$ cat src/rtl/dac_serial_transmitter.sv
// I2S serializer for the audio DAC: one stereo pair per 2*WIDTH-bit frame, MSB first,
// with the standard one-bit delay. All state changes on the falling edge of the bit clock.
module dac_serial_transmitter #(
  parameter int WIDTH = 24
) (
  input  logic             clk,
  input  logic             rst,
  input  logic             enable,
  input  logic [WIDTH-1:0] left_data,
  input  logic [WIDTH-1:0] right_data,
  output logic             lrclk,
  output logic             sd
);

  localparam int KW = $clog2(2 * WIDTH);
  localparam int IW = $clog2(WIDTH);
  localparam logic [KW-1:0] K_LAST = KW'(2 * WIDTH - 1);
  localparam logic [KW-1:0] K_HALF = KW'(WIDTH);

  logic [KW-1:0]    k;
  logic [KW-1:0]    k_next;
  logic [WIDTH-1:0] l_hold;
  logic [WIDTH-1:0] r_hold;
  logic [IW-1:0]    l_idx;
  logic [IW-1:0]    r_idx;
  logic             lrclk_next;
  logic             sd_next;

  // Output values are computed from the post-increment bit position, so the
  // registered outputs always describe the slot the DAC samples next.
  always_comb begin
    // NOTE: every signal gets a default first so no path leaves it unassigned (no latch).
    k_next     = (k == K_LAST) ? '0 : k + KW'(1);
    l_idx      = IW'(K_HALF - k_next);
    r_idx      = IW'(K_HALF - (k_next - K_HALF));
    lrclk_next = (k_next >= K_HALF);
    sd_next    = 1'b0;
    if (k_next == '0) begin
      // The held right word is still the previous frame's here: its LSB is the delayed bit.
      sd_next = r_hold[0];
    end else if (k_next <= K_HALF) begin
      sd_next = l_hold[l_idx];
    end else begin
      sd_next = r_hold[r_idx];
    end
  end

  always_ff @(negedge clk or posedge rst) begin
    // NOTE: state registers use non-blocking assignments so all of them see pre-edge values.
    if (rst) begin
      k      <= K_LAST;
      lrclk  <= 1'b0;
      sd     <= 1'b0;
      l_hold <= '0;
      r_hold <= '0;
    end else if (!enable) begin
      // Holding registers keep their contents so the delayed R LSB survives an idle gap.
      k     <= K_LAST;
      lrclk <= 1'b0;
      sd    <= 1'b0;
    end else begin
      k     <= k_next;
      lrclk <= lrclk_next;
      sd    <= sd_next;
      if (k_next == '0) begin
        l_hold <= left_data;
        r_hold <= right_data;
      end
    end
  end

endmodule

$ cat config.mk
export PLATFORM = sky130hd
export DESIGN_NAME = dac_serial_transmitter
export DESIGN_NICKNAME = d
export VERILOG_FILES = /design/src/rtl/dac_serial_transmitter.sv
export SDC_FILE = /design/constraint.sdc
export NUM_CORES = 1
export LEC_CHECK = 0
export BUFFER_PORTS_ARGS = -buffer_cell sky130_fd_sc_hd__buf_2
export CORE_UTILIZATION = 34
export DETAILED_ROUTE_END_ITERATION = 12
export HOLD_SLACK_MARGIN = 0.1
export PLACE_DENSITY = 0.55
export SYNTH_ARGS = -nofsm -noshare
export SYNTH_HDL_FRONTEND = slang
export SYNTH_SLANG_ARGS = --single-unit
$ cat constraint.sdc
create_clock -name clk -period 2.5 [get_ports clk]
set_clock_uncertainty 0.05 [all_clocks]
set_input_delay 0.125 -clock clk [delete_from_list [all_inputs] [get_ports clk]]
set_output_delay 0.125 -clock clk [all_outputs]
set_load 0.02 [all_outputs]
==> flow_summary.json <==
{
  "antenna_found_initial": 0,
  "synth-simple-area-share_pct": 10.48,
  "drive_above_1_share_pct": 31.03,
  "power_density_nw_per_um2": 1113,
  "grt_pass1_wl_um": 11430,
  "num_vias": 2248,
  "wl_um": 6771,
  "coreArea_um2": 8678,
  "synth-async-reset-ratio_pct": 100.0,
  "grt_util_all_layers_pct": 16.16,
  "post_cts.repair.setup_buffers": 0,
  "setup_ws_ns": 0.09069,
  "final_common_cell": "buf_2",
  "dr.pass1.iters": 4,
  "place.gp.congestion": 0.8315,
  "place_ws_ns": -0.007567,
  "seq_area_um2": 1408,
  "crit_required_ns": 3.84,
  "cts_hold_buf": 0,
  "ys_seq_area_share_pct": 46.60,
  "synth_top_family_by_area": "multiplexers",
  "path_max_fanout": 14,
  "setup_tns_ns": 0,
  "dp_cells": 415,
  "start_util_pct": 34.80,
  "grt_max_degree": 39,
  "drtIter0Drc": 118,
  "max_freq_mhz": 415.1,
  "clock_tree.buffer_depth": 2,
  "cts_inserted_buffers": 5,
  "routedWlPerCell_um": 15.86,
  "cts.htree.levels": 2,
  "hold_class": "register to register",
  "setup_viol": 0,
  "netlist_area_um2": 3020,
  "area_delta_synth_final_pct": 20.13,
  "syn-num-nets": 309,
  "yosys_warnings": 0,
  "arrival_ns": 3.75,
  "whs_ns": 0.3752,
  "synth-seq-cells": 56,
  "syn_avg_cell_area_um2": 11.75,
  "die_area_um2": 9264,
  "antenna_cells": 0,
  "peakVddDrop_mv": 0.5386,
  "muxShareOfSynthArea_pct": 25.31,
  "cap_violations": 0,
  "drc": 0,
  "drtAntennaViolNets": 0,
  "finalHoldViolCount": 0,
  "min_period_ns": 2.409,
  "synth_edf_count": 0,
  "avgViaCountPerCell": 5.265,
  "synth_cells": 257,
  "die_w_um": 96.25,
  "stdcell_count": 427,
  "startpoint_type": "register",
  "die_y_um": 96.25,
  "rows": 34,
  "mostFrequentLayoutCells": "buf_2 (52), dfrtn_1 (51), mux2_1 (49)",
  "p_leak_nw": 1.601,
  "cts_resized": 0,
  "cts-root-buf": "clkbuf_8",
  "path_class": "register to register",
  "multiInputGateArea_um2": 1499,
  "slew-limit-headroom_pct": 69.39,
  "synthAdderAreaFrac_pct": 0.4143,
  "synth_compound_area_share_pct": 12.18,
  "portBuffers": 52,
  "overflow": 0,
  "synth_cell_type_count": 55,
  "cts.sinks": 56,
  "io-pin-count": 53,
  "ys.flop_type": "dfrtn_1",
  "hpwl_um": 5048,
  "nNetsFinal": 370,
  "clk_pin_slew_ns": 0.07,
  "period_share_pct": 96.37,
  "cts_tree": "done",
  "worstMarginPinSlew_ns": 0.4591,
  "nFillCells": 880,
  "grt_pass1_vias": 2266,
  "status": "complete, no violations",
  "endpoint_kind": "register",
  "clkLatencyLatePin_ns": 0.38,
  "synth_xor_area_share_pct": 0.5800,
  "maxSlewViolCount": 0
}
==> worst paths after layout <==
check,startpoint,end,slack (ns),cells after the start
max in group asynchronous,rst,r_hold[15],1.01,3
min in group asynchronous,rst,l_hold[15],0.88,2
max,k[1],sd,0.09,8
min reg2reg,l_hold[3],l_hold[3],0.38,1
min,l_hold[3],l_hold[3],0.38,1
max reg2reg,k[1],sd,0.09,8
==> sequential cells by signal, indices dropped and copies added, names as in the netlist <==
signal	cells
lrclk	1
sd	1
l_hold	24
r_hold	24
k	6
==> power by group <==
group          switching, W  total (W)  internal (W)
Sequential         0.000308    0.00170       0.00139
Clock              0.000313   0.000650      0.000338
Combinational      0.000794    0.00169      0.000893
Total               0.00141    0.00404       0.00262
==> cells by family (layout without fill, tap and decap cells) <==
group	count (synthesis)	count (layout)
muxes	64	64
buffers and inverters	26	88
xor gates and xnor gates	2	2
and+or+nand+nor	60	60
adders and majority gates	1	1
DFF	56	56
AOI/OAI and AO/OA	48	48
==> stage by stage <==
step / util (%) / area [um^2] / power [W]
6_report: 41.81 / 3628 / 0.004037
5_1_grt: 41.81 / 3628 / 0.004347
4_1_cts: 41.59 / 3610 / 0.004054
3_5_place_dp: 40.08 / 3478 / 0.003403
3_3_place_gp: 40.08 / 3478 / 0.003366
2_1_floorplan: - / 3024 / 0.002912
==> Yosys cell counts (all sizes together), types with 2 or more instances <==
cell type	number	area [um^2]
mux2	49	551.8
o22ai	2	12.51
nand3b	2	15.01
mux2i	10	100.1
dfrtn	51	1276
a211oi	2	15.01
nand4	2	12.51
inv	6	22.52
and2	4	25.02
o21ai	6	30.02
buf	18	103.9
o211ai	2	15.01
nor3	5	25.02
a21oi	11	66.32
nand2b	2	12.51
o311ai	2	25.03
xnor2	2	17.52
nand2	19	71.32
nand3	9	45.04
nor2	4	15.01
o32ai	2	25.03
o221ai	3	26.28
and3	3	23.77
mux4	5	112.6
dfstp	5	131.4
a31oi	2	12.51
a22oi	2	15.01
a21o	2	15.01
nor2b	8	52.55
o31ai	2	15.01
==> final cells by class <==
type / count / area share [%]
clock buffers: 7 / 2.379
clock inverters: 6 / 1.345
inverters: 6 / 0.7241
multi-input cells: 175 / 41.31
flip-flops and latches: 56 / 38.79
well taps: 108 / 3.724
repair buffers: 69 / 11.72
==> worst max-delay path: stages (launching register included) <==
cell	delay (ns)
dfstp_2	0.62
ha_2	0.32
buf_12	0.16
mux4_2	0.29
nand2_1	0.09
o31ai_1	0.07
a311o_1	0.34
o211ai_1	0.10
o311ai_2	0.14
==> routing by layer <==
metal	global-route usage, %	vias to the layer above	share of wire, %
met5	0	-	0
met1	22.48	1108	47
li1	-	1069	-
met4	5.224	0	1.7
met2	25.65	59	47
met3	2.528	12	3.5
Power figures use the tool's default switching activity.
